<file path="src/rtl/pixel_sram_arbiter.sv">
// -----------------------------------------------------------------------------
// pixel_sram_arbiter
//
// Shares the single 8-bit framebuffer SRAM (320x240 bytes, 17-bit address)
// between the pixel engine and the CPU-side framebuffer port. Everything
// runs in the clkPixel domain.
//
// The pixel engine always wins: when pe_need is high its address goes
// straight to the SRAM with no register in the path. CPU writes are
// absorbed by a small circular FIFO and retired one per free cycle. A CPU
// read is held as a single pending request. It executes only in a free
// cycle with the write FIFO empty, so it always observes every write that
// was accepted before it.
//
// Slot priority, decided combinationally every cycle:
//   PE    : pe_need=1          -> sram_addr = pe_addr
//   WRITE : FIFO not empty     -> FIFO head to SRAM, head popped at the edge
//   READ  : read pending       -> sram_addr = rd_addr_q, data captured at edge
//   IDLE  : otherwise          -> sram_addr = pe_addr
//
// Ports
//   clkPixel      in   pixel clock, all state on rising edge
//   reset         in   synchronous, active-high
//   pe_need       in   pixel engine owns the SRAM this cycle
//   pe_addr       in   pixel engine address
//   pe_data       out  pixel engine read data (= sram_rdata)
//   cpu_wr_valid  in   CPU write request
//   cpu_wr_addr   in   CPU write address
//   cpu_wr_data   in   CPU write data
//   cpu_wr_ready  out  write FIFO can accept (low during reset)
//   cpu_rd_req    in   CPU read request pulse
//   cpu_rd_addr   in   CPU read address
//   cpu_rd_busy   out  a read is pending
//   cpu_rd_valid  out  one-cycle pulse, cpu_rd_data updated
//   cpu_rd_data   out  last read result, held until the next read completes
//   fifo_count    out  write FIFO occupancy
//   sram_addr     out  SRAM address
//   sram_wdata    out  SRAM write data
//   sram_we       out  SRAM write strobe, active-high
//   sram_rdata    in   asynchronous SRAM read data
// -----------------------------------------------------------------------------
module pixel_sram_arbiter #(
    parameter int FIFO_DEPTH = 4,
    parameter int ADDR_W     = 17
) (
    input  logic                        clkPixel,
    input  logic                        reset,

    input  logic                        pe_need,
    input  logic [ADDR_W-1:0]           pe_addr,
    output logic [7:0]                  pe_data,

    input  logic                        cpu_wr_valid,
    input  logic [ADDR_W-1:0]           cpu_wr_addr,
    input  logic [7:0]                  cpu_wr_data,
    output logic                        cpu_wr_ready,

    input  logic                        cpu_rd_req,
    input  logic [ADDR_W-1:0]           cpu_rd_addr,
    output logic                        cpu_rd_busy,
    output logic                        cpu_rd_valid,
    output logic [7:0]                  cpu_rd_data,

    output logic [$clog2(FIFO_DEPTH):0] fifo_count,

    output logic [ADDR_W-1:0]           sram_addr,
    output logic [7:0]                  sram_wdata,
    output logic                        sram_we,
    input  logic [7:0]                  sram_rdata
);

    localparam int DATA_W = 8;
    localparam int PTR_W  = $clog2(FIFO_DEPTH);
    localparam int CNT_W  = PTR_W + 1;

    typedef enum logic [1:0] {
        SLOT_IDLE,
        SLOT_PE,
        SLOT_WRITE,
        SLOT_READ
    } slot_t;

    slot_t              slot;

    // Write FIFO storage (data only, never reset) and its control state.
    logic [ADDR_W-1:0]  fifo_addr [FIFO_DEPTH];
    logic [DATA_W-1:0]  fifo_data [FIFO_DEPTH];
    logic [PTR_W-1:0]   wr_ptr;
    logic [PTR_W-1:0]   rd_ptr;
    logic [CNT_W-1:0]   count;

    // Pending read.
    logic               rd_pending;
    logic [ADDR_W-1:0]  rd_addr_q;

    logic               fifo_empty;
    logic               fifo_full;
    logic               push;
    logic               pop;
    logic               rd_accept;

    // -------------------------------------------------------------------------
    // Slot decision. pe_need is used as-is; registering it would put the
    // pixel engine one cycle behind its own address.
    // -------------------------------------------------------------------------
    always_comb begin
        fifo_empty = (count == '0);
        fifo_full  = (count == CNT_W'(FIFO_DEPTH));

        slot = SLOT_IDLE;
        if (reset) begin
            // Nothing is issued to the SRAM in a reset cycle.
            slot = SLOT_IDLE;
        end else if (pe_need) begin
            slot = SLOT_PE;
        end else if (!fifo_empty) begin
            slot = SLOT_WRITE;
        end else if (rd_pending) begin
            // Only reached with the FIFO drained, which gives read-after-write
            // ordering for free.
            slot = SLOT_READ;
        end
    end

    // -------------------------------------------------------------------------
    // SRAM side and handshakes.
    // -------------------------------------------------------------------------
    always_comb begin
        sram_addr  = pe_addr;
        sram_wdata = '0;
        sram_we    = 1'b0;
        case (slot)
            SLOT_WRITE: begin
                sram_addr  = fifo_addr[rd_ptr];
                sram_wdata = fifo_data[rd_ptr];
                sram_we    = 1'b1;
            end
            SLOT_READ: begin
                sram_addr = rd_addr_q;
            end
            default: begin
                sram_addr = pe_addr;
            end
        endcase
    end

    // Ready looks only at occupancy: a full FIFO stays not-ready even in a
    // cycle where its head is being popped.
    assign cpu_wr_ready = !reset && !fifo_full;
    assign push         = cpu_wr_valid && cpu_wr_ready;
    assign pop          = (slot == SLOT_WRITE);

    // A request while one is already pending is dropped, not queued.
    assign rd_accept    = cpu_rd_req && !rd_pending;

    assign pe_data      = sram_rdata;
    assign cpu_rd_busy  = rd_pending;
    assign fifo_count   = count;

    // -------------------------------------------------------------------------
    // Control state: pointers, occupancy, read handshake.
    // -------------------------------------------------------------------------
    always_ff @(posedge clkPixel) begin
        if (reset) begin
            wr_ptr       <= '0;
            rd_ptr       <= '0;
            count        <= '0;
            rd_pending   <= 1'b0;
            cpu_rd_valid <= 1'b0;
            cpu_rd_data  <= '0;
        end else begin
            // Pointers wrap naturally because the depth is a power of two.
            if (push) begin
                wr_ptr <= wr_ptr + PTR_W'(1);
            end
            if (pop) begin
                rd_ptr <= rd_ptr + PTR_W'(1);
            end

            case ({push, pop})
                2'b10:   count <= count + CNT_W'(1);
                2'b01:   count <= count - CNT_W'(1);
                default: count <= count;
            endcase

            cpu_rd_valid <= (slot == SLOT_READ);

            // rd_accept requires rd_pending=0 and the READ slot requires
            // rd_pending=1, so the two branches never compete.
            if (slot == SLOT_READ) begin
                cpu_rd_data <= sram_rdata;
                rd_pending  <= 1'b0;
            end else if (rd_accept) begin
                rd_pending  <= 1'b1;
            end
        end
    end

    // -------------------------------------------------------------------------
    // Data registers: FIFO entries and the latched read address.
    // -------------------------------------------------------------------------
    always_ff @(posedge clkPixel) begin
        if (push) begin
            fifo_addr[wr_ptr] <= cpu_wr_addr;
            fifo_data[wr_ptr] <= cpu_wr_data;
        end
        if (rd_accept) begin
            rd_addr_q <= cpu_rd_addr;
        end
    end

endmodule

</file>
<file path="config.mk">
export PLATFORM = sky130hd
export DESIGN_NAME = pixel_sram_arbiter
export DESIGN_NICKNAME = d
export VERILOG_FILES = /design/src/rtl/pixel_sram_arbiter.sv
export SDC_FILE = /design/constraint.sdc
export NUM_CORES = 1
export LEC_CHECK = 0
export CORE_UTILIZATION = 50
export DETAILED_ROUTE_END_ITERATION = 6
export MAX_ROUTING_LAYER = met4
export PLACE_DENSITY = 0.79
export SYNTH_ARGS = -nofsm -noshare
export SYNTH_HDL_FRONTEND = slang
export SYNTH_SLANG_ARGS = --single-unit
</file>
<file path="constraint.sdc">
create_clock -name clkPixel -period 6.7 [get_ports clkPixel]
set_input_delay 1.34 -clock clkPixel [delete_from_list [all_inputs] [get_ports clkPixel]]
set_output_delay 1.34 -clock clkPixel [all_outputs]
set_load 0.03 [all_outputs]
</file>
# Yosys cells after proc, flatten, opt, wreduce, memory -nomap -nowiden
# Memories as Yosys holds them, arrays and structs flattened. A register that Yosys moved wholly into a read port is not among the register bits.
# Cells that the tools add are included.
totals:
  romBits: 0
  latch_bits: 0
  memories: 2
  regBits: 34
  input_bits: 72
  mem_bits_rw: 100
  output_inout_bits: 48
op_classes:
  div: 0
  reduce_logical: 9
  magnitude_cmp: 0
  bitwise: 0
  n_shift: 0
  n_mux: 14
  eq_ne: 5
  add_sub_neg: 4
  multipliers: 0
memory_table:
  columns: ["name", "words", "word_bits", "read_ports", "rd_clocked_by_memory_dff", "wr", "line_no", "rtl"]
  rows:
  - ["fifo_addr", 4, 17, 1, 1, 1, "86", "logic [ADDR_W-1:0] fifo_addr [FIFO_DEPTH];"]
  - ["fifo_data", 4, 8, 1, 1, 1, "87", "logic [DATA_W-1:0] fifo_data [FIFO_DEPTH];"]
ops:
  columns: ["cell", "count"]
  rows:
  - ["$pmux 17 s2", 1]
  - ["$mux 2", 8]
  - ["$mux 8", 1]
  - ["$eq 2x2->1 const B", 3]
  - ["$pmux 3 s2", 1]
  - ["$add 2x1->2 const B", 2]
  - ["$add 3x1->3 const B", 1]
  - ["$eq 3x3->1 const B", 1]
  - ["$logic_and 1x1->1", 3]
  - ["$logic_not 1->1", 3]
  - ["$logic_not 3->1", 1]
  - ["$mux 1", 3]
  - ["$sub 3x1->3 const B", 1]
  - ["$eq 2x1->1 const B", 1]
  - ["$reduce_bool 2->1", 1]
  - ["$reduce_or 2->1", 1]

# Depth between registers and ports, before layout
# Gate-level depths: netlist of the first run.
depth:
  word_depth: 7
  ltp_mapped: 11
  mapped_depth_nobuf: 8

# Worst setup path after synthesis of the first run
# OpenSTA, ideal clock, no wires.
synth_path:
  path_type: "in2out"
  from: "input pe_need"
  to: "output sram_addr[0]"
  n_path_buf: 2
  slack_ps: 2919
  t_arrival_ps: 2441
  required_ps: 5360
  path_stages: 5
  path_cell_list: "nor2_1 -> clkbuf_1 -> o21ai_1 -> buf_4 -> a221o_1"
synth_between:
  elab_chain_cells: 4
  elab_cells_between_ends: 5
  classes_between: "2 x eq/ne; 3 x mux"
synth_rtl:
  columns: ["item", "line_no", "rtl"]
  rows:
  - ["from (decl)", "49", "input logic pe_need,"]
  - ["$mux 2 (*)", "114", "end else if (pe_need) begin"]
  - ["$mux 2 (*)", "111", "if (reset) begin"]
  - ["$eq 2x2->1", "132", "case (slot)"]
  - ["$pmux 17 s2 (*)", "132", null]
  - ["to (decl)", "66", "output logic [ADDR_W-1:0] sram_addr,"]
# Mark *: on every way between the ends. The rest lies on a longest branch, timed or not.

# Worst setup path in the final report of the first run
layout_path:
  from: "input reset"
  to: "output sram_addr[2]"
layout_between:
  elab_chain_cells: 3
  elab_cells_between_ends: 4
  classes_between: "2 x eq/ne; 2 x mux"
layout_rtl:
  columns: ["item", "line_no", "rtl"]
  rows:
  - ["from (decl)", "47", "input logic reset,"]
  - ["$mux 2 (*)", "111", null]
  - ["$eq 2x2->1", "132", null]
  - ["$pmux 17 s2 (*)", "132", null]
# Marked as above.

==> flow_summary.yaml, run 1 <==
placement:
  routabilityCongestion: 0.7473
  place.detailed.hpwl_mm: 6.911
  io_buffer_count: 119
timing:
  slew_viol_final: 0
  worstMarginPinSlew_ns: 0.9211
  rsz_0062_raised_after_global_routing: "false"
  finalCritPeriodShare_pct: 82.87
  final-setup-viol-count: 0
  post-route-min-period_ns: 5.552
  slew_headroom_pct: 38.18
  final_tns_setup_ns: 0
  final_hold_viol_count: 0
  timing.fmax_mhz: 180.1
  clock-skew-final_ns: 0.005260
  hold_slack_ns: 0.4657
worst_setup_path:
  critPathMaxFanout: 30
  regToRegStartpoint: "fifo_count[0]$_SDFFE_PP0P_"
  required_ns: 5.36
  timing.setup.critical_path_class: "in -> out"
  timing.critical_path.slowest_stage_cell: "sky130_fd_sc_hd__clkdlybuf4s50_1"
  cpPeakStageDelay_ns: 0.68
  critPathBufInv: 5
  critical_path_arrival_ns: 4.21
  start_kind: "input port"
  crit_chain: "clkdlybuf4s50_1 > buf_4 > nor2_2 > buf_4 > nand3_1 > inv_1 > a221o_1 > clkdlybuf4s50_1"
  r2r.worst_path.cells: 8
  worst_path_top_cell_family_by_delay: "buffers and inverters"
  r2r_end: "fifo_count[2]$_SDFFE_PP0P_"
  type_of_destination_of_the_critical_path: "output port"
  r2r_setup_slack_ns: 4.01
worst_hold_path:
  timing.hold.worst_path_depth: 1
  timing.hold.worst.start: "rd_ptr[1]$_SDFFE_PP0P_"
  hold_path.class: "reg -> reg"
routing:
  detailroute.wirelength.met2_mm: 5.521
  first_pass_iters: 5
  route.top_layer_used: "met4"
  drt-wirelength-per-cell_um: 19.26
  postRouteAntennaNets: 0
  num_vias: 3125
  dr.first_iter.drc_count: 166
  wl_met3_um: 778
  route.detailed.drc: 0
  wl_met1_mm: 4.570
  via_to_cell_ratio: 5.511
  routed_wirelength_mm: 10.92
die:
  floorplan.die.width_um: 106.4
  core_region_area_um2: 10460
  num_rows: 37
  die_area_um2: 11320
  floorplan.initialDensity_pct: 52.08
  fp.dieH_um: 106.4
  io_pins: 120
clock_network:
  tritoncts: "built"
  clock_sink_count: 136
  postCtsHoldBufs: 0
  cts_resized: 0
  path_clk_slew_ns: 0.06
  cts_buffers: 17
  clock_latency_ns: 0.51
  clock_tree.root_cell: "sky130_fd_sc_hd__clkbuf_8"
  max_h_tree_level: 4
  postCtsSetupBuffers: 0
  clock_tree.buffer_depth: 2
yosys:
  synth_cells: 297
  ys_ff_latch: 136
  synth_commonest_cells: "sky130_fd_sc_hd__edfxtp_1, sky130_fd_sc_hd__and3_1, sky130_fd_sc_hd__dfxtp_1, sky130_fd_sc_hd__mux4_2, sky130_fd_sc_hd__a221o_1"
  synth_area_leader_cell: "sky130_fd_sc_hd__edfxtp_1"
  synth_edf_count: 117
  largest_cells_by_area_after_synthesis: "sky130_fd_sc_hd__edfxtp_1, sky130_fd_sc_hd__mux4_2, sky130_fd_sc_hd__dfxtp_1, sky130_fd_sc_hd__mux4_1, sky130_fd_sc_hd__and3_1"
  yosysWarnings: 0
  avgSynthCellArea_um2: 18.35
  synth-seq-area-share_pct: 71.46
  synthDominantCellAreaShare_pct: 64.48
  synth.most_common_cell: "sky130_fd_sc_hd__edfxtp_1"
  postSynth.topFlopCell: "sky130_fd_sc_hd__edfxtp_1"
  netlist_area_um2: 5449
  netlist-cell-type-count: 35
  synthesis.nets: 375
  ys_async_sr_fraction_pct: 0
global_route:
  grt_first_pass_wirelength_mm: 17.19
  grt_max_degree: 31
  grt_use_total_pct: 21.49
  antenna_found_initial: 0
  globalRouteOverflowTotal: 0
  vias_in_the_first_global_route: 3208
layout:
  layout-drive-gt1-share_pct: 15.31
  final_core_area_utilization_pct: 69.49
  areaGrowthSynthToFinish_pct: 33.43
  insertedDiodeCount: 0
  total_number_of_nets_in_the_final_design: 496
job:
  maximum_capacitance_violations: 0
outcome:
  outcome: "completed"
power:
  p_leak_uw: 0.002564
  ir_worst_vdd_mv: 0.1560
  powerDensity_nw_per_um2: 291.8
[placed cells by master, fill, tap and decap left out, drive strengths merged, types with 4 or more instances in the layout]
cell type      Yosys  routed
clkbuf             7      20
clkinv             0       8
nor2               6       6
inv                8       8
mux2               9       9
mux4              25      25
and2               4       4
ha                 5       5
nor2b              9       9
or3                5       5
dfxtp             19      19
buf               18       8
a221o             13      13
and3              21      21
edfxtp           117     117
nand3              4       4
clkdlybuf4s50      0     119
[cell families after synthesis]
family,Yosys count,share of synthesized area (%)
flops,136,71.46
simple gates,59,6.269
mux,37,13.16
buf+inv,33,3.513
compound gates,24,3.765
fa+ha+maj,6,1.516
xor+xnor,2,0.3215
[cell type report]
cell class              instances  area, µm²
inverters                       8      30.03
repair buffers                127       1251
well taps                     136      170.2
fillers                       707       3192
clock buffers                  20      425.4
clock inverters                12      132.6
flip-flops and latches        136       3895
multi-input cells             128       1366
[state kept, by name (all words and copies together) (netlist names), named ones only]
signal,count
cpu_rd_valid,1
cpu_rd_busy,1
wr_ptr,2
rd_addr_q,17
fifo_addr,68
rd_ptr,2
fifo_count,3
cpu_rd_data,8
fifo_data,32
[power by group]
group,switching (µW),internal (µW)
clock network,316,558
logic,137,130
registers,22.0,960
total,475,1650
[worst max path at each step]
stage                       start            end  cells past startpoint
after floorplan           pe_need   sram_addr[0]                      5
after global placement      reset  sram_addr[12]                      8
after detailed placement    reset   sram_addr[2]                      8
after CTS                   reset   sram_addr[2]                      8
after global routing        reset   sram_addr[2]                      8
final                       reset   sram_addr[2]                      8
[metrics by stage]
step           setup WS, ns  power (µW)  cells  instance area, µm²
4_1_cts               1.160        2140    567                7271
5_1_grt              0.9226        2194    567                7271
2_1_floorplan         2.919        1147    297                5449
3_5_place_dp          1.171        1265    535                6713
3_3_place_gp          1.265        1257    535                6713
6_report              1.148        2122    567                7271
[metal layers]
metal,vias to the layer above,track usage [%]
li1,1429,-
met1,1567,27.09
met2,125,33.58
met3,4,5.947
met4,0,7.738
met5,-,-
Note: power is estimated with default switching activity, not from simulation.
==> run 2, diff against run 1 <==
Clock period 6.7 ns to 5.5 ns, I/O delays scaled along.
==> run 2 against run 1 <==
  * Clock skew is 0.0026 ns higher
  * Core utilization up 0.072 points
  * Sequential share of layout area decreased by 0.055 points
  * Sequential cell count unchanged
  * Register-to-register slack worse by 1.2 ns
  * Worst setup slack worse by 0.19 ns
  * Global-route usage increased by 0.56 points
  * Combinational power is 19% higher
  * Non-clock buffer count is the same
  * Total power is 25% higher
  * Design area increased by 0.10%
  * Die area unchanged
  * Largest power group unchanged
  * Highest routed layer unchanged
==> flow_summary.yaml, run 2 (synthesized netlist as in run 1, its figures left out) <==
worst_setup_path:
  timing.setup.critical_path_class: "in -> out"
  timing.critical_path.slowest_stage_cell: "sky130_fd_sc_hd__clkdlybuf4s50_1"
  r2r_setup_slack_ns: 2.83
  crit_chain: "clkdlybuf4s50_1 > nor2_2 > nand3_1 > o221a_2 > clkdlybuf4s50_1"
  most_frequent_cell_on_critical_path: "sky130_fd_sc_hd__clkdlybuf4s50_1"
  critical_path_arrival_ns: 3.45
  required_ns: 4.40
  start_kind: "input port"
  type_of_destination_of_the_critical_path: "output port"
  cpPeakStageDelay_ns: 0.59
  critPathMaxFanout: 16
  r2r.worst_path.cells: 8
die:
  floorplan.die.width_um: 106.4
  floorplan.initialDensity_pct: 52.08
  num_rows: 37
  fp.dieH_um: 106.4
  io_pins: 120
  die_area_um2: 11320
  core_region_area_um2: 10460
global_route:
  grt_first_pass_wirelength_mm: 17.51
  vias_in_the_first_global_route: 3274
  grt_use_total_pct: 22.05
  grt_max_degree: 28
  antenna_found_initial: 0
  globalRouteOverflowTotal: 0
placement:
  pre_cts_ws_ns: 0.9979
  place.detailed.instances: 535
  placedInstanceArea_um2: 6680
  routabilityCongestion: 0.7744
  io_buffer_count: 119
  place.detailed.hpwl_mm: 7.101
job:
  maximum_capacitance_violations: 0
timing:
  final_tns_setup_ns: 0
  slew_viol_final: 0
  hold_slack_ns: 0.4822
  final_hold_viol_count: 0
  rsz_0062_raised_after_global_routing: "false"
  slew_headroom_pct: 31.06
  post-route-min-period_ns: 4.547
  timing.fmax_mhz: 219.9
  worstMarginPinSlew_ns: 1.033
  final-setup-viol-count: 0
  finalCritPeriodShare_pct: 82.68
  final_critical_path_setup_slack_ns: 0.9528
  clock-skew-final_ns: 0.007864
clock_network:
  postCtsSetupBuffers: 0
  cts_resized: 0
  path_clk_slew_ns: 0.06
  cts_buffers: 17
  postCtsHoldBufs: 0
  clock_tree.buffer_depth: 2
  clock_latency_ns: 0.51
  max_h_tree_level: 4
  clock_tree.root_cell: "sky130_fd_sc_hd__clkbuf_8"
  clock_sink_count: 136
  tritoncts: "built"
layout:
  registers.top_by_ff_count: "fifo_addr"
  fin_cells: 567
  insertedDiodeCount: 0
  areaGrowthSynthToFinish_pct: 33.57
  layout_common_cells: "sky130_fd_sc_hd__edfxtp_1, sky130_fd_sc_hd__clkdlybuf4s50_1, sky130_fd_sc_hd__and3_1, sky130_fd_sc_hd__buf_4, sky130_fd_sc_hd__mux4_2"
  largest_register_ff_count: 68
  final_cell_area_um2: 7278
  layout-drive-gt1-share_pct: 18.79
  largestRegisters: "fifo_addr x68, fifo_data x32, rd_addr_q x17"
  most_common_library_cell_in_the_layout_ignoring_fill_and_taps: "sky130_fd_sc_hd__edfxtp_1"
  layout.filler_cells: 711
  total_number_of_nets_in_the_final_design: 496
routing:
  dr.first_iter.drc_count: 181
  route.detailed.drc: 0
  via_to_cell_ratio: 5.543
  postRouteAntennaNets: 0
  num_vias: 3143
  first_pass_iters: 4
  routed_wirelength_mm: 11.23
  drt-wirelength-per-cell_um: 19.80
worst_hold_path:
  hold_path.class: "reg -> reg"
  timing.hold.worst_path_depth: 1
power:
  ir_worst_vdd_mv: 0.2228
  p_leak_uw: 0.002585
  powerDensity_nw_per_um2: 363.8
outcome:
  outcome: "completed"
-- run 2: changes by cell type in the layout (fill, tap and decap cells not counted) --
cell	change
sky130_fd_sc_hd__clkdlybuf4s50_1	-13
sky130_fd_sc_hd__bufinv_16	+1
sky130_fd_sc_hd__clkinv_4	+1
sky130_fd_sc_hd__clkinvlp_4	+2
sky130_fd_sc_hd__clkinv_2	-3
sky130_fd_sc_hd__clkbuf_1	-2
sky130_fd_sc_hd__buf_4	+13
sky130_fd_sc_hd__inv_6	+1
-- run 2: worst max-delay path, delay by kind of cell --
family                 cells  cell delay (ns)
AO/OA/AOI/OAI              1             0.43
buffers and inverters      2             1.04
AND/OR/NAND/NOR            2             0.88
-- run 2: stage by stage --
step                utilization (%)  power (µW)
finish                        69.56        2648
global route                  69.56        2736
CTS                           69.56        2672
detailed placement            63.85        1537
global placement              63.85        1526
floorplan                         -        1397
-- run 2: area by class of cell --
class                   instances  area, µm²  area share (%)
clock buffers                  18      417.9           5.742
clock inverters                14      180.2           2.476
inverters                       8      30.03          0.4126
multi-input cells             128       1366           18.77
flip-flops and latches        136       3895           53.52
well taps                     136      170.2           2.338
repair buffers                127       1219           16.74
-- run 2: power breakdown --
part / internal, µW / switching (µW) / total, µW
Sequential: 1170 / 27.7 / 1200
Clock: 730 / 402 / 1130
Combinational: 153 / 166 / 319
Total: 2050 / 596 / 2650
-- run 2: path summary, 6_finish.rpt --
| kind | startpoint | end |
|---|---|---|
| worst max-delay path | pe_need | sram_addr[10] |
| worst min-delay path | rd_ptr[1]$_SDFFE_PP0P_ | rd_ptr[1]$_SDFFE_PP0P_ |
| worst min register to register | rd_ptr[1]$_SDFFE_PP0P_ | rd_ptr[1]$_SDFFE_PP0P_ |
| worst max register to register | fifo_count[0]$_SDFFE_PP0P_ | fifo_count[2]$_SDFFE_PP0P_ |
-- run 2: routing by layer --
| layer | GRT usage [%] | vias up | wire length [µm] | share of wire (%) |
|---|---|---|---|---|
| li1 | - | 1432 | - | - |
| met1 | 27.72 | 1580 | 4678 | 42 |
| met2 | 34.23 | 124 | 5687 | 51 |
| met3 | 5.947 | 7 | 774 | 6.9 |
| met4 | 8.829 | 0 | 86 | 0.77 |
| met5 | - | - | 0 | 0 |
==> run 3, diff against run 2 <==
Clock period 5.5 ns to 4.62 ns, I/O delays scaled along.
==> run 3 against run 2 <==
  * Sequential cell count stayed put
  * Critical path depth is 1 higher
  * Worst setup slack worse by 0.26 ns
  * Sequential share of layout area is 0.40 points lower
==> flow_summary.yaml, run 3 (synthesized netlist as in run 1, its figures left out) <==
routing:
  wl_met3_um: 740
  routed_wirelength_mm: 10.88
  route.top_layer_used: "met4"
  postRouteAntennaNets: 0
  wl_met1_mm: 4.725
  via_to_cell_ratio: 5.432
  drt-wirelength-per-cell_um: 19.11
  first_pass_iters: 4
  dr.first_iter.drc_count: 229
  route.detailed.drc: 0
  num_vias: 3091
  detailroute.wirelength.met2_mm: 5.292
worst_setup_path:
  timing.critical_path.slowest_stage_cell: "sky130_fd_sc_hd__clkdlybuf4s50_1"
  cpPeakStageDelay_ns: 0.59
  timing.setup.critical_path_class: "in -> out"
  critPathBufInv: 3
  timing.critical_path.depth: 6
  required_ns: 3.70
  crit_chain: "clkdlybuf4s50_1 > buf_4 > or2_2 > or3_1 > o221a_2 > clkdlybuf4s50_1"
  critPathMaxFanout: 18
  critical_path_arrival_ns: 3.00
  most_frequent_cell_on_critical_path: "sky130_fd_sc_hd__clkdlybuf4s50_1"
  r2r.worst_path.cells: 8
  type_of_destination_of_the_critical_path: "output port"
  worst_path_top_cell_family_by_delay: "buffers and inverters"
  start_kind: "input port"
placement:
  io_buffer_count: 119
  routabilityCongestion: 0.7837
  place.detailed.hpwl_mm: 6.983
clock_network:
  postCtsSetupBuffers: 0
  cts_buffers: 17
  clock_tree.root_cell: "sky130_fd_sc_hd__clkbuf_8"
  tritoncts: "built"
  max_h_tree_level: 4
  clock_tree.buffer_depth: 2
  clock_latency_ns: 0.52
  postCtsHoldBufs: 0
  path_clk_slew_ns: 0.06
  clock_sink_count: 136
  cts_resized: 0
global_route:
  globalRouteOverflowTotal: 0
  antenna_found_initial: 0
  grt_use_total_pct: 21.39
  grt_max_degree: 30
  vias_in_the_first_global_route: 3218
  grt_first_pass_wirelength_mm: 17.14
timing:
  slew_headroom_pct: 38.67
  rsz_0062_raised_after_global_routing: "false"
  slew_viol_final: 0
  final-setup-viol-count: 0
  final_tns_setup_ns: 0
  timing.fmax_mhz: 254.9
  clock-skew-final_ns: 0.006679
  worstMarginPinSlew_ns: 0.9138
  finalCritPeriodShare_pct: 84.91
  final_hold_viol_count: 0
  post-route-min-period_ns: 3.923
layout:
  largest_register_ff_count: 68
  areaGrowthSynthToFinish_pct: 34.58
  final_core_area_utilization_pct: 70.09
  insertedDiodeCount: 0
  layout.filler_cells: 692
  regArea_um2: 3895
  registers.top_by_ff_count: "fifo_addr"
  layout-drive-gt1-share_pct: 20.09
  multi_input_comb_area_um2: 1366
  total_number_of_nets_in_the_final_design: 498
  largestRegisters: "fifo_addr x68, fifo_data x32, rd_addr_q x17"
  layout_common_cells: "sky130_fd_sc_hd__edfxtp_1, sky130_fd_sc_hd__clkdlybuf4s50_1, sky130_fd_sc_hd__buf_4"
  most_common_library_cell_in_the_layout_ignoring_fill_and_taps: "sky130_fd_sc_hd__edfxtp_1"
die:
  floorplan.initialDensity_pct: 52.08
  floorplan.die.width_um: 106.4
  num_rows: 37
  core_region_area_um2: 10460
  io_pins: 120
  fp.dieH_um: 106.4
  die_area_um2: 11320
outcome:
  outcome: "completed"
power:
  p_leak_uw: 0.002618
  powerDensity_nw_per_um2: 440.1
  ir_worst_vdd_mv: 0.2768
job:
  maximum_capacitance_violations: 0
worst_hold_path:
  timing.hold.worst_path_depth: 1
  hold_path.class: "reg -> reg"
-- run 3: changes by cell type in the layout (fill, tap and decap cells not counted) --
cell / change
sky130_fd_sc_hd__clkbuf_8: +4
sky130_fd_sc_hd__buf_4: +2
sky130_fd_sc_hd__clkinv_1: -4
-- run 3: worst register-to-register path: stages (launching register included) --
cell,delay (ns)
sky130_fd_sc_hd__dfxtp_1,0.38
sky130_fd_sc_hd__or3_1,0.73
sky130_fd_sc_hd__nand2_1,0.16
sky130_fd_sc_hd__inv_1,0.07
sky130_fd_sc_hd__ha_1,0.23
sky130_fd_sc_hd__fa_1,0.38
sky130_fd_sc_hd__xnor2_1,0.15
sky130_fd_sc_hd__or3_1,0.31
sky130_fd_sc_hd__a21oi_1,0.14
-- run 3: worst paths after layout --
| kind | startpoint | end | slack (ns) |
|---|---|---|---|
| setup / recovery | reset | sram_addr[15] | 0.70 |
| hold / removal | rd_ptr[1]$_SDFFE_PP0P_ | flip-flop | 0.50 |
| setup reg to reg | fifo_count[0]$_SDFFE_PP0P_ | fifo_count[2]$_SDFFE_PP0P_ | 1.99 |
| hold reg to reg | rd_ptr[1]$_SDFFE_PP0P_ | flip-flop | 0.50 |
-- run 3: layout make-up --
class / instances / share of cell area, %
multi-input combinational: 128 / 18.63
timing repair buffer: 129 / 16.82
sequential: 136 / 53.11
clock inverter: 10 / 2.252
tap: 136 / 2.320
inverter: 8 / 0.4095
clock buffer: 22 / 6.449
-- run 3: routing by layer --
metal / vias to the layer above / global-route usage [%]
met4: 0 / 7.440
met1: 1528 / 27.45
met2: 122 / 32.88
met5: - / -
li1: 1431 / -
met3: 10 / 6.070
-- run 3: through the flow --
stage	setup WS (ns)	hold WS, ns	cell area, µm²	power, µW	std cells
after floorplan	1.671	0.4266	5449	1663	297
after global placement	0.7364	0.4695	6695	1820	537
after detailed placement	0.7027	0.4886	6695	1831	537
after CTS	0.6922	0.5032	7333	3251	569
after global routing	0.4213	0.5147	7333	3339	569
final	0.6972	0.5013	7333	3228	569
-- run 3: power by group --
part	internal, µW	total (µW)	switching (µW)
combinational	183	387	203
sequential	1390	1420	26.0
clock	936	1420	487
